`src/rtl/uart_tx_pkg.sv`:
```
// Shared definitions for the UART transmit path: FSM states, parity modes and
// the baud-divider helpers also used by the receiver.
package uart_tx_pkg;

  typedef enum logic [2:0] {
    ST_IDLE   = 3'd0,
    ST_START  = 3'd1,
    ST_DATA   = 3'd2,
    ST_PARITY = 3'd3,
    ST_STOP   = 3'd4
  } state_t;

  localparam int PARITY_NONE = 0;
  localparam int PARITY_EVEN = 1;
  localparam int PARITY_ODD  = 2;

  function automatic int baud_div(input int clk_freq, input int baud);
    return clk_freq / baud;
  endfunction

  // A divider of 1 still needs a 1-bit counter.
  function automatic int cnt_width(input int div);
    return (div < 2) ? 1 : $clog2(div);
  endfunction

endpackage

```
`src/rtl/sync_fifo.sv`:
```
// Single-clock FIFO with registered full/empty/count; the read data is the
// head entry (show-ahead), so a pop and its data use the same edge.
module sync_fifo #(
  parameter int WIDTH     = 8,
  parameter int ADDR_BITS = 3
) (
  input  logic             clk,
  input  logic             rst_n,
  input  logic             wr_en,
  input  logic             rd_en,
  input  logic [WIDTH-1:0] din,
  output logic [WIDTH-1:0] dout,
  output logic             full,
  output logic             empty
);

  localparam logic [ADDR_BITS:0] DEPTH = {1'b1, {ADDR_BITS{1'b0}}};

  logic [WIDTH-1:0]     mem [2**ADDR_BITS];
  logic [ADDR_BITS-1:0] wr_ptr;
  logic [ADDR_BITS-1:0] rd_ptr;
  logic [ADDR_BITS:0]   count;
  logic [ADDR_BITS:0]   count_next;
  logic                 do_wr;
  logic                 do_rd;

  // full/empty are registered, so a write while full is dropped even if a pop
  // happens on the same edge.
  assign do_wr = wr_en && !full;
  assign do_rd = rd_en && !empty;
  assign dout  = mem[rd_ptr];

  always_comb begin
    count_next = count;
    if (do_wr && !do_rd) begin
      count_next = count + 1'b1;
    end else if (!do_wr && do_rd) begin
      count_next = count - 1'b1;
    end
  end

  always_ff @(posedge clk) begin
    if (do_wr) begin
      mem[wr_ptr] <= din;
    end
  end

  always_ff @(posedge clk or negedge rst_n) begin
    if (!rst_n) begin
      wr_ptr <= '0;
      rd_ptr <= '0;
      count  <= '0;
      full   <= 1'b0;
      empty  <= 1'b1;
    end else begin
      if (do_wr) wr_ptr <= wr_ptr + 1'b1;
      if (do_rd) rd_ptr <= rd_ptr + 1'b1;
      count <= count_next;
      full  <= (count_next == DEPTH);
      empty <= (count_next == '0);
    end
  end

endmodule

```
`src/rtl/uart_tx.sv`:
```
// Buffered UART transmitter: bytes queue in a FIFO and leave LSB first as
// start / data / optional parity / stop, every bit held BAUD_DIV clocks.
module uart_tx
  import uart_tx_pkg::*;
#(
  parameter int SYS_CLK_FREQ   = 50_000_000,
  parameter int BAUD_RATE      = 38400,
  parameter int DATA_BITS      = 8,
  parameter int STOP_BITS      = 1,
  parameter int PARITY_MODE    = 0,
  parameter int FIFO_ADDR_BITS = 3
) (
  input  logic       clk,
  input  logic       rst_n,
  input  logic       wr_en,
  input  logic [7:0] din,
  output logic       full,
  output logic       empty,
  output logic       busy,
  output logic       overflow,
  output logic       tx
);

  localparam int             BAUD_DIV  = baud_div(SYS_CLK_FREQ, BAUD_RATE);
  localparam int             CW        = cnt_width(BAUD_DIV);
  localparam logic [CW-1:0]  BAUD_LAST = CW'(BAUD_DIV - 1);
  localparam logic [2:0]     DATA_LAST = 3'(DATA_BITS - 1);
  localparam logic [2:0]     STOP_LAST = 3'(STOP_BITS - 1);
  localparam logic [7:0]     DATA_MASK = 8'((1 << DATA_BITS) - 1);

  state_t        state;
  state_t        state_next;
  logic [CW-1:0] baud_cnt;
  logic [2:0]    bit_cnt;
  logic [7:0]    shift;
  logic [7:0]    data;
  logic [7:0]    fifo_dout;
  logic          pop;
  logic          tick;
  logic          parity_bit;
  logic          tx_next;

  sync_fifo #(
    .WIDTH    (8),
    .ADDR_BITS(FIFO_ADDR_BITS)
  ) u_fifo (
    .clk  (clk),
    .rst_n(rst_n),
    .wr_en(wr_en),
    .rd_en(pop),
    .din  (din),
    .dout (fifo_dout),
    .full (full),
    .empty(empty)
  );

  assign tick       = (baud_cnt == BAUD_LAST);
  assign parity_bit = (PARITY_MODE == PARITY_ODD) ? ~^data : ^data;

  always_comb begin
    state_next = state;
    pop        = 1'b0;
    case (state)
      ST_IDLE: begin
        if (!empty) begin
          pop        = 1'b1;
          state_next = ST_START;
        end
      end
      ST_START: begin
        if (tick) state_next = ST_DATA;
      end
      ST_DATA: begin
        if (tick && bit_cnt == DATA_LAST) begin
          state_next = (PARITY_MODE != PARITY_NONE) ? ST_PARITY : ST_STOP;
        end
      end
      ST_PARITY: begin
        if (tick) state_next = ST_STOP;
      end
      ST_STOP: begin
        // A queued byte chains straight into the next start bit.
        if (tick && bit_cnt == STOP_LAST) begin
          if (!empty) begin
            pop        = 1'b1;
            state_next = ST_START;
          end else begin
            state_next = ST_IDLE;
          end
        end
      end
      default: state_next = ST_IDLE;
    endcase
  end

  always_comb begin
    tx_next = 1'b1;
    case (state)
      ST_START:  tx_next = 1'b0;
      ST_DATA:   tx_next = shift[0];
      ST_PARITY: tx_next = parity_bit;
      default:   tx_next = 1'b1;
    endcase
  end

  always_ff @(posedge clk or negedge rst_n) begin
    if (!rst_n) begin
      state <= ST_IDLE;
    end else begin
      state <= state_next;
    end
  end

  always_ff @(posedge clk or negedge rst_n) begin
    if (!rst_n) begin
      baud_cnt <= '0;
      bit_cnt  <= '0;
      shift    <= '0;
      data     <= '0;
    end else begin
      if (state == ST_IDLE || tick) begin
        baud_cnt <= '0;
      end else begin
        baud_cnt <= baud_cnt + 1'b1;
      end
      if (tick) begin
        if (state_next != state) begin
          bit_cnt <= '0;
        end else if (state == ST_DATA || state == ST_STOP) begin
          bit_cnt <= bit_cnt + 3'd1;
        end
      end
      if (pop) begin
        shift <= fifo_dout & DATA_MASK;
        data  <= fifo_dout & DATA_MASK;
      end else if (state == ST_DATA && tick) begin
        shift <= {1'b0, shift[7:1]};
      end
    end
  end

  // Outputs are registered one clock behind the state so tx never sees an
  // input combinationally.
  always_ff @(posedge clk or negedge rst_n) begin
    if (!rst_n) begin
      tx       <= 1'b1;
      busy     <= 1'b0;
      overflow <= 1'b0;
    end else begin
      tx       <= tx_next;
      busy     <= (state != ST_IDLE);
      overflow <= wr_en && full;
    end
  end

endmodule

```
`config.mk`:
```
export PLATFORM = sky130hd
export DESIGN_NAME = uart_tx
export DESIGN_NICKNAME = d
export VERILOG_FILES = /design/src/rtl/uart_tx_pkg.sv /design/src/rtl/sync_fifo.sv /design/src/rtl/uart_tx.sv
export SDC_FILE = /design/constraint.sdc
export NUM_CORES = 1
export LEC_CHECK = 0
export CAP_MARGIN = 20
export CORE_ASPECT_RATIO = 1.4
export CORE_MARGIN = 1
export CORE_UTILIZATION = 40
export CTS_CLUSTER_DIAMETER = 30
export DETAILED_ROUTE_END_ITERATION = 8
export GPL_ROUTABILITY_DRIVEN = 0
export RECOVER_POWER = 25
export SYNTH_ARGS = -nofsm -noshare
export SYNTH_HDL_FRONTEND = slang
export SYNTH_HIERARCHICAL = 1
export SYNTH_SLANG_ARGS = --single-unit
```
`constraint.sdc`:
```
create_clock -name clk -period 3.1 [get_ports clk]
set_clock_uncertainty 0.1 [all_clocks]
set_input_delay 0.62 -clock clk [delete_from_list [all_inputs] [get_ports clk]]
set_output_delay 0.62 -clock clk [all_outputs]
set_load 0.05 [all_outputs]
```
# ---- Word level (Yosys, flattened, before mapping)
# Memories as Yosys holds them, arrays and structs flattened.
# Cells that the tools add are included.
dict set report totals {
  mem_bits_rw 64
  memories 1
  regBits 48
  output_inout_bits 5
  inputBits 11
  elab_cells 70
}
dict set report classes {
  reduce_logical 22
  add_sub_neg 6
  muxes 20
  n_eq_ne 8
}
# name depth word_bits rd rd_clocked_by_memory_dff wr line
set mem_list {}
lappend mem_list {u_fifo.mem 8 8 1 0 1 sync_fifo.sv:19} ;# logic [WIDTH-1:0] mem [2**ADDR_BITS];
# cell count
set op_table {}
lappend op_table {{$mux 3} 7}
lappend op_table {{$mux 8} 2}
lappend op_table {{$pmux 3 s5} 1}
lappend op_table {{$add 11x1->11 const B} 1}
lappend op_table {{$eq 11x11->1 const B} 1}
lappend op_table {{$mux 11} 1}
lappend op_table {{$add 3x1->3 const B} 3}
lappend op_table {{$logic_and 1x1->1} 8}
lappend op_table {{$mux 4} 2}
lappend op_table {{$reduce_xor 8->1} 1}
lappend op_table {{$eq 3x2->1 const B} 2}
lappend op_table {{$eq 3x3->1 const B} 2}
lappend op_table {{$logic_not 3->1} 2}
lappend op_table {{$mux 1} 5}
lappend op_table {{$add 4x1->4 const B} 1}
lappend op_table {{$eq 4x4->1 const B} 1}
lappend op_table {{$logic_not 1->1} 4}
lappend op_table {{$logic_not 4->1} 1}
lappend op_table {{$reduce_bool 2->1} 2}
lappend op_table {{$sub 4x1->4 const B} 1}
lappend op_table {{$eq 3x1->1 const B} 1}
lappend op_table {{$ne 3x3->1} 1}
lappend op_table {{$pmux 1 s3} 1}
lappend op_table {{$reduce_bool 3->1} 1}
lappend op_table {{other kinds (3)} 4}

# ---- Logic depth before layout (Yosys ltp)
dict set report depth {
  depth_word 9
  ltp_mapped 13
  mapped_depth_nobuf 10
}

# ---- Modules after synthesis
# Netlist, hierarchy kept.
# module area_per_inst_um2 cells_per_inst instances
set modules_own_cells {}
lappend modules_own_cells {sync_fifo 3103.0 171 1}
lappend modules_own_cells {uart_tx 1784.2 151 1}

# ---- Worst setup path before layout
# Ideal clock, no wire load.
dict set report synth_timing {
  path_kind {flip-flop to flip-flop}
  start {register baud_cnt[1]}
  end {register u_fifo.full}
  period_less_slack_ps 2885
  setup_time_ps 111
  arrival_ps 2673
  setup_slack_ps 215
  path_stages_with_launch 13
  required_ps 2889
  path_cell_list {dfrtp_1 inv_1 ha_1 and4bb_1 nand4_1 a2111o_1 buf_6 buf_6 inv_1 nand2b_1 and3_1 or3_4 a2111oi_2}
}
dict set report synth_between {
  elab_chain_cells 9
  elab_cells_between_ends 11
  classes_between {2 x eq/ne; 4 x mux; 5 x reduce/logical}
}
# item line
set synth_rtl {}
lappend synth_rtl {{start, declared} uart_tx.sv:33} ;# logic [CW-1:0] baud_cnt;
lappend synth_rtl {{start signal, assigned} uart_tx.sv:124} ;# baud_cnt <= baud_cnt + 1'b1;
lappend synth_rtl {{$eq 11x11->1 (*)} uart_tx.sv:57} ;# assign tick = (baud_cnt == BAUD_LAST);
lappend synth_rtl {{$logic_and 1x1->1 (*)} uart_tx.sv:83} ;# if (tick && bit_cnt == STOP_LAST) begin
lappend synth_rtl {{$mux 1 (*)} uart_tx.sv:83}
lappend synth_rtl {{$pmux 1 s2 (*)} uart_tx.sv:63} ;# case (state)
lappend synth_rtl {{named net pop} uart_tx.sv:38} ;# logic pop;
lappend synth_rtl {{$logic_and 1x1->1 (*)} sync_fifo.sv:30} ;# assign do_rd = rd_en && !empty;
lappend synth_rtl {{$logic_and 1x1->1 / $logic_not 1->1 (equally long branches)} {sync_fifo.sv:37, sync_fifo.sv:35}}
lappend synth_rtl {{$mux 4 / $logic_and 1x1->1 (equally long branches)} {sync_fifo.sv:37, sync_fifo.sv:35}}
lappend synth_rtl {{$mux 4 (*)} sync_fifo.sv:35} ;# if (do_wr && !do_rd) begin
lappend synth_rtl {{$eq 4x4->1 (*)} sync_fifo.sv:59} ;# full <= (count_next == DEPTH);
lappend synth_rtl {{end signal, assigned} sync_fifo.sv:59}
lappend synth_rtl {{end, declared} sync_fifo.sv:13} ;# output logic full,
# Mark *: on every way through the listed nets, which the timed path passes. The rest lies on a longest branch.
# A chain may end at the register's enable or synchronous reset.

# ---- Worst setup path after layout
# Ends and elaborated chain as after synthesis.

==> impl_results.md <==
* Die Height at between 100 and 150 um
* Seq/Total Area, Yosys at between 60% and 70%
* Number of diodes at 0
* Via count at 2,645
* Rows at 47
* Vias in the first global route at ~2.8k
* Pin count of the biggest net entering global routing at 22
* Placed insts at ~490
* Switching pwr at about 1500 uW
* Mapped cell area at 0.00489 mm^2
* MaxCap Viol Count at 0
* GRT Total Usage at between 10% and 20%
* Async S/R FF share, synth at between 40% and 50%
* Hold WC Path Type: input port to asynchronous set/reset pin
* Max Freq at 0.350 GHz
* Cells along the critical path: inv_1, ha_1, and4bb_1, nand4_1, a2111o_1, inv_1, nand2b_1, and3_1, or3_4, a2111oi_2
* Die width at between 90 and 100 um
* Antenna viol nets, final at 0
* Design area at 0.00554 mm^2
* Leakage at 0.00210 uW
* CTS tree: done
* Clk buf depth at 2
* Setup Crit Path Kind: register to register
* Clock transition at path regs at 0.08 ns
* Reg2reg start: baud_cnt[1]$_DFF_PN0_
* Final hold viol count at 0
* Status: finished, final reports clean
* Worst Setup End Kind: register
* First-pass GRT wire length at about 14 mm
* CTS root buf: clkbuf_16
* Fin util at 46.6%
* Pint at 3330 uW
* Final worst path period share at between 90 and 100%
* Peak VDD IR at 0.390 mV
* Port buffer count at 15
* CP most frequent cell: inv_1
* Switching share of power at 31.6%
* Post-synthesis cell count at 322
* CP max stage delay at 0.45 ns
* H-Tree Depth at 3
* Yosys top cell area share at 39.3%
* Syn nets at 342
* Nets at 369
* Synth top cells by count: edfxtp_1, dfrtp_1, mux2_2, nor2_1, nand2_1
* Comb pwr share at 30.5%
* Fillers at ~1.1k
* Multi-input gate area at 0.00165 mm^2
* Drt first-iter violations at around 120
* GRT Residual Overflow at 0
* Mapped Avg Cell Area at ~15 um^2
* Synth area leaders: edfxtp_1, dfrtp_1, mux4_2
* Setup TNS at 0 ns
* EDFF count, synth at 64
* Layout Cells excl Fill at 501
* TritonCTS Buffers at 9
* Setup Viol. Count Final at 0
* Yosys reg bits at 112
* Clock Latency Late Sink at 0.35 ns
* Most common cell in the netlist: edfxtp_1
* Share of cells above drive strength 1 at a little under a quarter
* Post-synth top area cell: edfxtp_1
* Measured slew at the worst slew-check pin at 1.00 ns
* Hold slack at slightly above 0.3 ns
* RSZ-0062 raised after global routing: false
* Detailed placement HPWL at 5.57 mm
* Slowest CP cell: a2111o_1
* Pins Over Slew Limit at 0
* Critical Path RT at 3.24 ns
* Total iterations of the first detailed-routing run at 4
* DRC at 0
* Slew margin rel. at 33.4%
* Register area at 0.00313 mm^2
* Dominant synthesized flop cell: edfxtp_1
* Initial Util at 41.1%
* Critical path peak fanout at 5
* Initial antenna violation count at 0
* Vias/cell at 5.28
* Ys Warns at 6
* Top Ports at 16
* CORE AREA at 0.0119 mm^2
* Clock network power share at 23.5%
* Clock sink total at 112
* Routed wire length at 8.31 mm
* Die area at 0.0127 mm^2
* Final Critical Period at ~2.9 ns
* Startpoint Class: register
* Pwr Density at 879 mW/mm^2
* Crit. Startpoint: baud_cnt[1]$_DFF_PN0_
* Placed cell areas at 0.00524 mm^2
* Sequential share of power at 46.0%
* Worst EP arrival at ~3.0 ns
* Wirelength per Cell at about 17 um
* Post-synthesis cell type count at between 40 and 50
* Syn-to-layout area delta at 13.3%
-- metrics by stage --
step	power (uW)	setup slack, ns
finish	4860	0.241
global route	5160	0.0293
CTS	4940	0.175
detailed placement	3780	0.210
global placement	3740	0.321
floorplan	3380	0.215
-- cell type report --
class                           instances  area share (%)
Clock buffer                            9            4.07
Clock inverter                          7            1.24
Inverter                               10           0.678
Multi-Input combinational cell        187            29.9
Sequential cell                       112            56.5
Tap cell                              147            3.32
Timing Repair Buffer                   29            4.36
-- metal layers --
metal	GRT usage (%)	part of all wire, %
met4	5.47	2.0
met5	0	0
met2	25.7	53
met3	3.33	2.5
met1	17.7	42
-- power by group through the flow --
stage               clock, uW  combinational [uW]  sequential (uW)
finish                   1140                1490             2240
CTS                      1170                1520             2240
global placement            0                1480             2260
global route             1230                1650             2290
floorplan                   0                1200             2190
detailed placement          0                1510             2270
-- repair_timing --
action / CTS / global route
hold buffers: 0 / 0
endpoints found under the setup margin: 0 / 2
resized for setup: 0 / 2
setup buffers: 0 / 0
-- sequential cells by signal, indices dropped and copies added (netlist names), 3 cells and up --
| register | count |
|---|---|
| u_fifo/rd_ptr | 3 |
| bit_cnt | 3 |
| baud_cnt | 11 |
| u_fifo/wr_ptr | 3 |
| data | 8 |
| u_fifo/mem | 64 |
| state | 3 |
| u_fifo/count | 4 |
| shift | 8 |
-- cell families (layout without fill, tap and decap cells) --
logic type	count (synthesis)	in the layout	synth area share, %
flops	112	112	64.0
mux	48	48	15.3
buf+inv	23	55	2.38
simple gates	88	88	9.29
xor+xnor	21	21	3.76
fa+ha+maj	9	9	2.30
compound gates	21	21	3.05
-- worst max-delay path, delay by kind of cell (launching register included) --
family	cells	cell delay (ns)
compound gates	2	0.82
simple gates	5	1.16
buf+inv	2	0.13
flops	1	0.41
fa+ha+maj	1	0.13
-- final timing paths --
path | to | slack, ns | cells after the start
min in group clk | baud_cnt[0]$_DFF_PN0_ | 0.41 | 1
hold / removal | overflow$_DFF_PN0_ | 0.31 | 1
setup / recovery | u_fifo/full$_DFF_PN0_ | 0.24 | 10
max in group asynchronous | shift[3]$_DFFE_PN0P_ | 1.19 | 2
hold reg to reg | baud_cnt[0]$_DFF_PN0_ | 0.41 | 1
setup reg to reg | u_fifo/full$_DFF_PN0_ | 0.24 | 10
-- placed cells by master, fill, tap and decap left out, types with 6 or more instances in the layout --
master           instances
xnor2_1                 16
ha_1                     9
inv_1                   10
clkbuf_16                9
mux2_4                   7
dfrtp_1                 46
nor2_1                  24
buf_4                   12
mux2_2                  24
o21ai_0                  7
mux4_2                  16
edfxtp_1                64
nand3_1                  6
clkdlybuf4s50_1         11
nor3_1                   7
nand2_1                 19
Power figures use the tool's default switching activity.
